`config.mk`:
```
export PLATFORM = sky130hd
export DESIGN_NAME = isr_seq_ctrl
export DESIGN_NICKNAME = d
export VERILOG_FILES = /design/src/rtl/isr_seq_ctrl_pkg.sv /design/src/rtl/isr_drain_cnt.sv /design/src/rtl/isr_seq_ctrl.sv
export SDC_FILE = /design/constraint.sdc
export NUM_CORES = 1
export LEC_CHECK = 0
export CAP_MARGIN = 20
export CELL_PAD_IN_SITES_DETAIL_PLACEMENT = 1
export CELL_PAD_IN_SITES_GLOBAL_PLACEMENT = 2
export CORE_MARGIN = 3
export CORE_UTILIZATION = 23
export DETAILED_ROUTE_END_ITERATION = 8
export PLACE_DENSITY = 0.95
export SYNTH_ARGS = -nofsm -noshare
export SYNTH_HDL_FRONTEND = slang
export SYNTH_SLANG_ARGS = --single-unit
```
`constraint.sdc`:
```
create_clock -name clk -period 3.85 [get_ports clk]
set_input_delay 0.5775 -clock clk [delete_from_list [all_inputs] [get_ports clk]]
set_output_delay 0.5775 -clock clk [all_outputs]
set_load 0.05 [all_outputs]
```
`src/rtl/isr_seq_ctrl_pkg.sv`:
```
// Shared definitions for the interrupt entry/exit sequencer.
// Provides the state encoding, the PC-select constants that the fetch PC mux
// also decodes, and the width helper for the drain counter.
package isr_seq_ctrl_pkg;

    typedef enum logic [2:0] {
        ST_IDLE    = 3'd0,
        ST_DRAIN   = 3'd1,
        ST_ENTER   = 3'd2,
        ST_SERVICE = 3'd3,
        ST_RETURN  = 3'd4
    } isr_state_e;

    localparam logic [1:0] PC_SRC_SEQ = 2'b00;
    localparam logic [1:0] PC_SRC_VEC = 2'b01;
    localparam logic [1:0] PC_SRC_EPC = 2'b10;

    // Bits needed to hold 0..n inclusive (at least one bit).
    function automatic int unsigned cnt_width(input int unsigned n);
        return (n < 1) ? 1 : $clog2(n + 1);
    endfunction

endpackage

```
`src/rtl/isr_drain_cnt.sv`:
```
// Drain counter: counts consecutive clean pipeline cycles before interrupt entry.
// Ports:
//   clk, reset  - clock, synchronous active-high reset
//   i_clr       - clear to zero (wins over increment)
//   i_inc       - increment; otherwise the count holds
//   o_last_c    - combinational flag, count is at DRAIN_CYCLES-1
module isr_drain_cnt
    import isr_seq_ctrl_pkg::*;
#(
    parameter int unsigned DRAIN_CYCLES = 2
) (
    input  logic clk,
    input  logic reset,
    input  logic i_clr,
    input  logic i_inc,
    output logic o_last_c
);

    localparam int unsigned CW = cnt_width(DRAIN_CYCLES);

    logic [CW-1:0] r_cnt;

    // Saturates at DRAIN_CYCLES so it can never wrap back to a low count.
    always_ff @(posedge clk) begin
        if (reset || i_clr) begin
            r_cnt <= '0;
        end else if (i_inc && (r_cnt != CW'(DRAIN_CYCLES))) begin
            r_cnt <= r_cnt + CW'(1);
        end
    end

    assign o_last_c = (r_cnt == CW'(DRAIN_CYCLES - 1));

endmodule

```
`src/rtl/isr_seq_ctrl.sv`:
```
// Interrupt entry/exit sequencer for the 5-stage pipeline.
// Latches a request, waits for a drained pipeline, redirects fetch to the ISR
// vector while saving the return PC, and redirects back to it on RETI.
// Ports:
//   clk, reset       - clock, synchronous active-high reset
//   i_int_req        - interrupt request level
//   i_ie             - global interrupt enable
//   i_ctrl_xfer      - jump/branch taking effect in EX/MEM
//   i_stall          - hazard-unit stall
//   i_reti           - RETI in EX/MEM
//   i_resume_pc      - PC of first unexecuted instruction (IF/ID)
//   o_pc_src         - fetch PC select (SEQ/VEC/EPC)
//   o_vector         - ISR entry address
//   o_epc            - saved return PC
//   o_flush_ifid/idex- pipeline register flushes
//   o_int_ack        - one-cycle acknowledge
//   o_in_isr         - servicing an interrupt
module isr_seq_ctrl
    import isr_seq_ctrl_pkg::*;
#(
    parameter int unsigned    AW           = 32,
    parameter logic [AW-1:0]  VECTOR       = AW'(32'h0000_0100),
    parameter int unsigned    DRAIN_CYCLES = 2
) (
    input  logic          clk,
    input  logic          reset,
    input  logic          i_int_req,
    input  logic          i_ie,
    input  logic          i_ctrl_xfer,
    input  logic          i_stall,
    input  logic          i_reti,
    input  logic [AW-1:0] i_resume_pc,
    output logic [1:0]    o_pc_src,
    output logic [AW-1:0] o_vector,
    output logic [AW-1:0] o_epc,
    output logic          o_flush_ifid,
    output logic          o_flush_idex,
    output logic          o_int_ack,
    output logic          o_in_isr
);

    isr_state_e    r_state;
    logic          r_pending;
    logic [AW-1:0] r_epc;
    logic [1:0]    r_pc_src;
    logic          r_flush_ifid;
    logic          r_flush_idex;
    logic          r_int_ack;
    logic          r_in_isr;

    logic w_in_drain;
    logic w_cnt_clr;
    logic w_cnt_inc;
    logic w_cnt_last;

    // A redirect restarts the drain because its target is not yet in IF/ID.
    assign w_in_drain = (r_state == ST_DRAIN);
    assign w_cnt_clr  = (r_state == ST_IDLE) || (w_in_drain && (!i_ie || i_ctrl_xfer));
    assign w_cnt_inc  = w_in_drain && i_ie && !i_ctrl_xfer && !i_stall;

    isr_drain_cnt #(
        .DRAIN_CYCLES (DRAIN_CYCLES)
    ) u_drain_cnt (
        .clk      (clk),
        .reset    (reset),
        .i_clr    (w_cnt_clr),
        .i_inc    (w_cnt_inc),
        .o_last_c (w_cnt_last)
    );

    // Sequencer; outputs are registered alongside the state they belong to.
    always_ff @(posedge clk) begin
        if (reset) begin
            r_state      <= ST_IDLE;
            r_pending    <= 1'b0;
            r_epc        <= '0;
            r_pc_src     <= PC_SRC_SEQ;
            r_flush_ifid <= 1'b0;
            r_flush_idex <= 1'b0;
            r_int_ack    <= 1'b0;
            r_in_isr     <= 1'b0;
        end else begin
            r_pc_src     <= PC_SRC_SEQ;
            r_flush_ifid <= 1'b0;
            r_flush_idex <= 1'b0;
            r_int_ack    <= 1'b0;

            // Requests while servicing are dropped, not queued.
            if (i_int_req && (r_state != ST_SERVICE) && (r_state != ST_RETURN)) begin
                r_pending <= 1'b1;
            end

            case (r_state)
                ST_IDLE: begin
                    if (r_pending && i_ie) begin
                        r_state <= ST_DRAIN;
                    end
                end
                ST_DRAIN: begin
                    if (!i_ie) begin
                        r_state <= ST_IDLE;
                    end else if (!i_ctrl_xfer && !i_stall && w_cnt_last) begin
                        r_state      <= ST_ENTER;
                        r_pc_src     <= PC_SRC_VEC;
                        r_flush_ifid <= 1'b1;
                        r_flush_idex <= 1'b1;
                        r_int_ack    <= 1'b1;
                    end
                end
                ST_ENTER: begin
                    // The acknowledged request is consumed here, even if still held.
                    r_epc     <= i_resume_pc;
                    r_pending <= 1'b0;
                    r_state   <= ST_SERVICE;
                    r_in_isr  <= 1'b1;
                end
                ST_SERVICE: begin
                    if (i_reti) begin
                        r_state      <= ST_RETURN;
                        r_pc_src     <= PC_SRC_EPC;
                        r_flush_ifid <= 1'b1;
                        r_flush_idex <= 1'b1;
                    end
                end
                ST_RETURN: begin
                    r_state  <= ST_IDLE;
                    r_in_isr <= 1'b0;
                end
                default: begin
                    r_state  <= ST_IDLE;
                    r_in_isr <= 1'b0;
                end
            endcase
        end
    end

    assign o_pc_src     = r_pc_src;
    assign o_vector     = VECTOR;
    assign o_epc        = r_epc;
    assign o_flush_ifid = r_flush_ifid;
    assign o_flush_idex = r_flush_idex;
    assign o_int_ack    = r_int_ack;
    assign o_in_isr     = r_in_isr;

endmodule

```
* After elaboration in Yosys (flattened, before gate mapping) *
Index checks and enable logic that the tools add are counted.

storage, ports and cells
  output and inout bits = 70
  input bits = 39
  register bits = 43
  word-level logic and storage cells = 55

operators by class
  equal/unequal tests = 10
  muxes and demuxes = 14
  reductions and logical operators = 21
  $add $sub $neg = 1
  bitwise gates (word level) = 1

operator list
  kind                   number
  $mux W3                4
  $pmux W3 S4            1
  $logic_and A1 B1 Y1    10
  $eq A3 B2 Y1 const B   2
  $ne A3 B2 Y1 const B   2
  $mux W1                5
  $ne A2 B2 Y1 const B   2
  $pmux W1 S2            2
  $pmux W2 S2            1
  $reduce_or A2 Y1       2
  $eq A3 B1 Y1 const B   1
  $logic_not A1 Y1       3
  $logic_not A3 Y1       1
  $logic_or A1 B1 Y1     3
  $ne A3 B3 Y1 const B   1
  $reduce_and A3 Y1      1
  $reduce_or A3 Y1       1
  $add A2 B1 Y2 const B  1
  $eq A2 B1 Y1 const B   1
  $mux W2                1
  $ne A2 B1 Y1 const B   1
  $not A1 Y1             1

* Longest topological paths before layout *
Gate-level depths: netlist of run 1.

  depth in word-level cells = 6
  depth in mapped cells = 6
  depth with buffers taken out = 5

* Modules after synthesis *
A second synthesis of run 1 with hierarchy kept.

second synthesis, totals
  cell total of the unflattened synthesis = 195
  area, all modules = 1,973.1 µm²

modules (own cells, without submodules)
  module         area an instance (µm²)  instances  sequential area each (µm²)  cells each
  isr_seq_ctrl   1,851.8                 1          820.8                       184
  isr_drain_cnt  121.4                   1          40.0                        11

* Worst setup path after synthesis of run 1 *
No wires, ideal clock.

  kind = register -> output
  start = reg, netlist name o_flush_idex
  end = out o_flush_ifid
  required time = 3.273 ns
  setup slack = 2.378 ns
  path buffers = 1
  stages on the path, launching flop included = 2
  arrival time = 0.894 ns
  path through = dfxtp_1 -> buf_4

RTL lines
  element           RTL line            source
  end: declaration  isr_seq_ctrl.sv:36  output logic o_flush_ifid,

* Final worst setup path of run 1 *
  start = reg r_epc[21] (netlist: o_epc[21])
  end = out o_epc[21]

RTL lines
  element                   RTL line             source
  start: declaration        isr_seq_ctrl.sv:44   logic [AW-1:0] r_epc;
  start signal: assignment  isr_seq_ctrl.sv:112  r_epc <= i_resume_pc;
  end: declaration          isr_seq_ctrl.sv:35   output logic [AW-1:0] o_epc,

No word-level cell between the ends.

==> results of run 1 <==
## per-layer routing
layer	part of all wire, %	up-vias
met5	0	-
met2	50	69
met3	7.7	4
met4	0.55	0
met1	41	685
li1	-	721
## worst max-delay path by stage
stage | from | endpoint | slack [ps] | cells past startpoint
final | o_epc[21] | o_epc[21] | 1820 | 1
after global routing | o_epc[28] | o_epc[28] | 1750 | 1
after CTS | o_epc[16] | o_epc[16] | 1790 | 1
after detailed placement | reset | o_epc[13] | 1700 | 3
after global placement | reset | o_epc[1] | 1720 | 3
after floorplan | o_flush_idex | o_flush_ifid | 2380 | 1
## area by class of cell
| cell class | instances | area share, % |
|---|---|---|
| clock buffer | 7 | 2.82 |
| clock inverter | 1 | 0.185 |
| inverter | 5 | 0.693 |
| multi-input combinational | 133 | 30.9 |
| sequential | 43 | 31.8 |
| tap | 102 | 4.71 |
| timing repair buffer | 79 | 28.9 |
## synthesized netlist by cell type
cell type / count / area (µm²)
sky130_fd_sc_hd__a21boi_0: 1 / 7.51
sky130_fd_sc_hd__nor4b_2: 1 / 15.0
sky130_fd_sc_hd__a21oi_1: 5 / 25.0
sky130_fd_sc_hd__or2b_1: 2 / 15.0
sky130_fd_sc_hd__mux2i_1: 32 / 320
sky130_fd_sc_hd__buf_4: 33 / 248
sky130_fd_sc_hd__o21a_1: 1 / 7.51
sky130_fd_sc_hd__nand3b_1: 2 / 15.0
sky130_fd_sc_hd__a31oi_1: 1 / 6.26
sky130_fd_sc_hd__nor3b_2: 1 / 12.5
sky130_fd_sc_hd__buf_12: 3 / 60.1
sky130_fd_sc_hd__ha_1: 2 / 25.0
sky130_fd_sc_hd__a21o_1: 1 / 7.51
sky130_fd_sc_hd__a311oi_1: 1 / 8.76
sky130_fd_sc_hd__buf_1: 1 / 3.75
sky130_fd_sc_hd__a2111oi_0: 1 / 8.76
sky130_fd_sc_hd__nor3_1: 1 / 5.00
sky130_fd_sc_hd__buf_6: 2 / 22.5
sky130_fd_sc_hd__a221oi_1: 1 / 8.76
sky130_fd_sc_hd__nor2b_1: 1 / 6.26
sky130_fd_sc_hd__a31o_2: 1 / 8.76
sky130_fd_sc_hd__nand2_1: 1 / 3.75
sky130_fd_sc_hd__nor2_1: 39 / 146
sky130_fd_sc_hd__and4bb_4: 1 / 16.3
sky130_fd_sc_hd__dlygate4sd1_1: 2 / 17.5
sky130_fd_sc_hd__o31ai_1: 1 / 7.51
sky130_fd_sc_hd__a21boi_4: 1 / 18.8
sky130_fd_sc_hd__dfxtp_1: 43 / 861
sky130_fd_sc_hd__inv_1: 5 / 18.8
sky130_fd_sc_hd__conb_1: 2 / 7.51
sky130_fd_sc_hd__buf_2: 1 / 5.00
sky130_fd_sc_hd__nand3_1: 3 / 15.0
## cells by family (layout without fill, tap and decap cells)
family | Yosys count | count (layout) | synth area share (%)
and+or+nand+nor | 52 | 52 | 12.8
AOI/OAI and AO/OA | 15 | 15 | 5.89
adders and majority gates | 2 | 2 | 1.28
other | 2 | 32 | 0.384
DFF | 43 | 43 | 44.0
buffers and inverters | 47 | 92 | 19.2
muxes | 32 | 32 | 16.4
## through the flow
| stage | area, µm² | utilization (%) | hold slack (ps) | worst slack, ps |
|---|---|---|---|---|
| finish | 2710 | 34.0 | 498 | 1820 |
| detailed placement | 2630 | 33.0 | 484 | 1700 |
| global placement | 2630 | 33.0 | 475 | 1720 |
| global route | 2710 | 34.0 | 528 | 1750 |
| CTS | 2710 | 34.0 | 505 | 1790 |
| floorplan | 2070 | - | 470 | 2380 |
## sequential cells by signal (all words and copies together), names as in the netlist
register and cells:
o_epc 32, r_state 3, o_pc_src 2, u_drain_cnt.r_cnt 2
o_flush_idex 1, o_in_isr 1, o_int_ack 1, r_pending 1
## power by group
group | internal (µW) | leakage (µW) | total, µW | switching [µW]
Sequential | 513 | 0.000349 | 563 | 49.8
Clock | 127 | 0.0000422 | 273 | 146
Combinational | 253 | 0.000608 | 682 | 429
==> flow_metrics.py, run 1 <==
metrics = {
    "synthesis": {
        "yosys_register_bits": 43,
        "post_synth_inst_count": 193,
        "mappedNetlistArea_mm2": 0.00195,
        "yosys_warning_count": 0,
        "syn_area_per_cell_um2": 10.1,
        "share_of_synthesized_area_occupied_by_flip_flops_and_latches_pct": 44.0,
        "post_synth_num_cell_types": 32,
    },
    "global_route": {
        "number_of_antenna_violations_at_the_first_check_in_global_routing": 0,
        "global_route.usage.met1_pct": 11.5,
        "grt_util_all_layers_pct": 9.70,
        "largest_net_degree_at_the_start_of_global_routing": 23,
        "grt-busiest-layer": "met2",
        "grt.overflow.total": 0,
        "grt_use_met2_pct": 17.1,
        "gr-usage-met3_pct": 3.29,
        "global_route_wire_length_before_repair_um": 7710,
        "via_count_of_the_first_global_routing_pass": 1569,
    },
    "route": {
        "route.final.wire_length_um": 4750,
        "num_vias": 1479,
        "drt-vias-per-instance": 4.00,
        "route.detailed.wl_per_inst_um": 12.8,
        "first_iter_violations": 28,
        "final_antenna_net_count": 0,
        "drc": 0,
        "drt-pass1-iter-count": 4,
    },
    "placement": {
        "placed_cells_incl_taps": 362,
        "placement.io_buffers": 76,
        "globalplace.congestion": 0.668,
        "place.detailed.hpwl_um": 3710,
    },
    "finish": {
        "area_delta_synth_final_pct": 38.6,
        "multi_input_comb_area_um2": 837,
        "antenna-diode-count": 0,
        "design.final.nets": 308,
        "layout-drive-gt1-share_pct": 5.22,
        "stdcell_count": 370,
        "fillCellCount": 929,
        "final_cell_mix": "sky130_fd_sc_hd__clkdlybuf4s50_1, sky130_fd_sc_hd__dfxtp_1, sky130_fd_sc_hd__nor2_1, sky130_fd_sc_hd__mux2i_1, sky130_fd_sc_hd__conb_1",
        "layout.cells.most_common": "sky130_fd_sc_hd__clkdlybuf4s50_1",
        "layout.area.seq_um2": 861,
    },
    "worst_setup_path": {
        "slowest_stage_delay_cp_ps": 810,
        "critical_path.endpoint_type": "output port",
        "reg2regPathDepth": 5,
        "worst_setup_path_start_kind": "flop",
        "worst-endpoint-required_ps": 3270,
        "crit_chain": "clkdlybuf4s50_1",
        "timing.setup.critical_path_class": "reg -> out",
        "crit-reg2reg-capture": "u_drain_cnt.r_cnt[1]",
        "critical_path.top_delay_family": "buffers and inverters",
        "crit_path_max_delay_cell_type": "sky130_fd_sc_hd__clkdlybuf4s50_1",
        "worst-r2r-setup-slack_ps": 2370,
        "worst_r2r_startpoint": "u_drain_cnt.r_cnt[0]",
        "crit_buf_inv": 1,
        "arrival_ps": 1450,
        "critPathMaxFanout": 2,
    },
    "power_and_ir_drop": {
        "totalPowerFinal_uw": 1520,
        "worst_ir_drop_vdd_v": 0.000168,
        "leakage_uw": 0.000999,
        "power_density_normalized_to_cell_area_mw_per_mm2": 560,
    },
    "timing": {
        "timing_max_transition_violations_final": 0,
        "maxClockFrequency_ghz": 0.493,
        "fin_setup_tns_ps": 0,
        "timing.final.setup_violations": 0,
        "timing.final.crit_share_pct": 52.6,
        "slew-limit-headroom_pct": 51.8,
        "tightest_slew_ps": 721,
        "min_period_ps": 2030,
        "rsz0062_at_grt": "no",
        "fin_skew_ps": 9.11,
        "report.final.hold_viol_count": 0,
    },
    "floorplanning": {
        "die_h_um": 98.2,
        "design.portCount": 109,
        "row_count": 32,
        "core_area_mm2": 0.00797,
        "dieWidth_um": 98.2,
        "initial_util_pct": 24.5,
        "design.die.area_mm2": 0.00964,
    },
    "hold_path": {
        "hold_wc_startpoint": "o_in_isr",
        "worst_hold_path.num_cells": 2,
        "hold_path_end": "o_in_isr",
        "min_path_type": "reg -> reg",
    },
    "clock_tree": {
        "ctsHoldBuffers": 0,
        "h-tree-depth": 2,
        "cts-root-to-sink-buffers": 2,
        "clock_buffers_created_by_tritoncts": 5,
        "clk_root_buffer_cell": "sky130_fd_sc_hd__clkbuf_8",
        "cts.sinks": 43,
        "worstSkewPairLatency_ps": 290,
        "post_cts_resize_count": 0,
        "tritoncts": "done",
        "path_clk_slew_ps": 80,
        "cts_setup_buffers": 0,
    },
    "flow_run": {
        "max_cap_violations": 0,
    },
    "run_status": {
        "outcome": "completed",
    },
}
Note: power is estimated with default switching activity, not from simulation.
==> run 2, diff against run 1 <==
Settings changed: CORE_UTILIZATION 23 to 21, PLACE_DENSITY 0.95 to 0.89.
Clock period 3.85 ns to 2.05 ns, I/O delays scaled along.
==> run 2 against run 1 <==
- sequential share of layout area is 0.073 points lower
- first-iteration DRC count is 79% higher
- count of clock-buffer cells in the layout is 1 lower
- clock skew is 5.2 ps lower
- via count is 0.41% higher
- largest cell class unchanged
==> flow_metrics.py, run 2 (same netlist as run 1, synthesis figures left out) <==
metrics = {
    "global_route": {
        "number_of_antenna_violations_at_the_first_check_in_global_routing": 0,
        "grt.overflow.total": 0,
        "largest_net_degree_at_the_start_of_global_routing": 29,
        "via_count_of_the_first_global_routing_pass": 1437,
        "grt_util_all_layers_pct": 8.55,
        "global_route_wire_length_before_repair_um": 7030,
    },
    "floorplanning": {
        "design.die.area_mm2": 0.0105,
        "core_area_mm2": 0.00889,
        "row_count": 34,
        "die_h_um": 102,
        "design.portCount": 109,
        "dieWidth_um": 102,
        "initial_util_pct": 22.0,
    },
    "power_and_ir_drop": {
        "power_frac_seq_pct": 37.3,
        "power_density_normalized_to_cell_area_mw_per_mm2": 1040,
        "share_clk_of_total_power_pct": 17.6,
        "worst_ir_drop_vdd_v": 0.000284,
        "part_of_the_total_power_dissipated_in_combinational_logic_pct": 45.1,
        "total_switching_power_uw": 1160,
        "p_int_uw": 1670,
        "power_switching_share_pct": 41.0,
        "leakage_uw": 0.000999,
        "totalPowerFinal_uw": 2830,
    },
    "worst_setup_path": {
        "worst_setup_path_start_kind": "flop",
        "arrival_ps": 1460,
        "worst_r2r_startpoint": "u_drain_cnt.r_cnt[0]",
        "critical_path.endpoint_type": "output port",
        "timing.setup.critical_path_class": "reg -> out",
        "crit_path_max_delay_cell_type": "sky130_fd_sc_hd__clkdlybuf4s50_1",
        "critical_path.top_delay_family": "buffers and inverters",
        "reg2regPathDepth": 5,
        "crit_buf_inv": 1,
        "critPathMaxFanout": 2,
        "crit_chain": "clkdlybuf4s50_1",
        "worst-endpoint-required_ps": 1740,
        "worst-path-stages": 1,
        "slowest_stage_delay_cp_ps": 820,
        "crit_path_start": "o_flush_idex",
    },
    "timing": {
        "fin_setup_tns_ps": 0,
        "rsz0062_at_grt": "no",
        "slew-limit-headroom_pct": 64.0,
        "timing.final.setup_violations": 0,
        "timing.final.crit_share_pct": 86.4,
        "min_period_ps": 1770,
        "report.final.hold_viol_count": 0,
        "tightest_slew_ps": 538,
        "maxClockFrequency_ghz": 0.565,
        "postLayoutSetupSlackWorst_ps": 279,
        "timing_max_transition_violations_final": 0,
        "fin_skew_ps": 3.92,
    },
    "route": {
        "num_vias": 1485,
        "route.detailed.wl_per_inst_um": 12.6,
        "drt-vias-per-instance": 3.96,
        "route.final.wire_length_um": 4740,
        "first_iter_violations": 50,
        "drt-pass1-iter-count": 4,
        "final_antenna_net_count": 0,
        "drc": 0,
    },
    "finish": {
        "antenna-diode-count": 0,
        "area_delta_synth_final_pct": 38.9,
        "final_cell_mix": "sky130_fd_sc_hd__clkdlybuf4s50_1, sky130_fd_sc_hd__dfxtp_1, sky130_fd_sc_hd__nor2_1, sky130_fd_sc_hd__mux2i_1, sky130_fd_sc_hd__conb_1",
        "layout-drive-gt1-share_pct": 5.24,
        "design.final.nets": 309,
        "layout.cells.most_common": "sky130_fd_sc_hd__clkdlybuf4s50_1",
        "stdcell_area_mm2": 0.00272,
        "largest_register_ff_count": 32,
    },
    "placement": {
        "placement.io_buffers": 76,
        "placement.setup.worst_slack_ps": 403,
        "place.detailed.hpwl_um": 3710,
        "globalplace.congestion": 0.780,
        "detailed_place.area_mm2": 0.00264,
    },
    "clock_tree": {
        "cts.sinks": 43,
        "cts-root-to-sink-buffers": 2,
        "clk_root_buffer_cell": "sky130_fd_sc_hd__clkbuf_8",
        "h-tree-depth": 2,
        "tritoncts": "done",
        "ctsHoldBuffers": 0,
        "clock_buffers_created_by_tritoncts": 5,
        "post_cts_resize_count": 0,
        "path_clk_slew_ps": 80,
        "cts_setup_buffers": 0,
        "worstSkewPairLatency_ps": 280,
    },
    "hold_path": {
        "worst_hold_path.num_cells": 2,
        "hold_wc_startpoint": "o_epc[10]",
        "min_path_type": "reg -> reg",
    },
    "flow_run": {
        "max_cap_violations": 0,
    },
    "run_status": {
        "outcome": "completed",
    },
}
run 2: power by group through the flow:
| stage | registers [µW] | logic, µW | clock network (µW) |
|---|---|---|---|
| CTS | 1060 | 1290 | 537 |
| floorplan | 1430 | 689 | 0 |
| detailed placement | 1070 | 1290 | 0 |
| finish | 1050 | 1280 | 497 |
| global placement | 1070 | 1280 | 0 |
| global route | 1070 | 1360 | 571 |
run 2: per-layer routing:
layer	track usage, %	part of all wire, %	up-vias
met1	9.95	43	685
met5	0	0	-
met3	3.07	9.1	6
met4	2.12	0.57	0
li1	-	-	719
met2	14.9	47	75
run 2: layout make-up:
cell class                      instances  area, µm²
Sequential cell                        43        861
Fill cell                            1020       6180
Timing Repair Buffer                   80        791
Inverter                                5       18.8
Tap cell                              108        135
Multi-Input combinational cell        133        837
Clock buffer                            6       72.6
run 2: worst paths after layout:
path / endpoint / slack [ps]
worst max-delay path: o_flush_idex / 280
worst min-delay path: o_epc[10] / 490
worst max register to register: u_drain_cnt.r_cnt[1] / 600
worst min register to register: o_epc[10] / 490
run 2: through the flow:
step	hold WS, ps	util (%)	std cells
finish	492	30.5	375
global route	528	30.5	375
CTS	501	30.5	375
detailed placement	481	29.7	369
global placement	471	29.7	369
floorplan	455	-	223
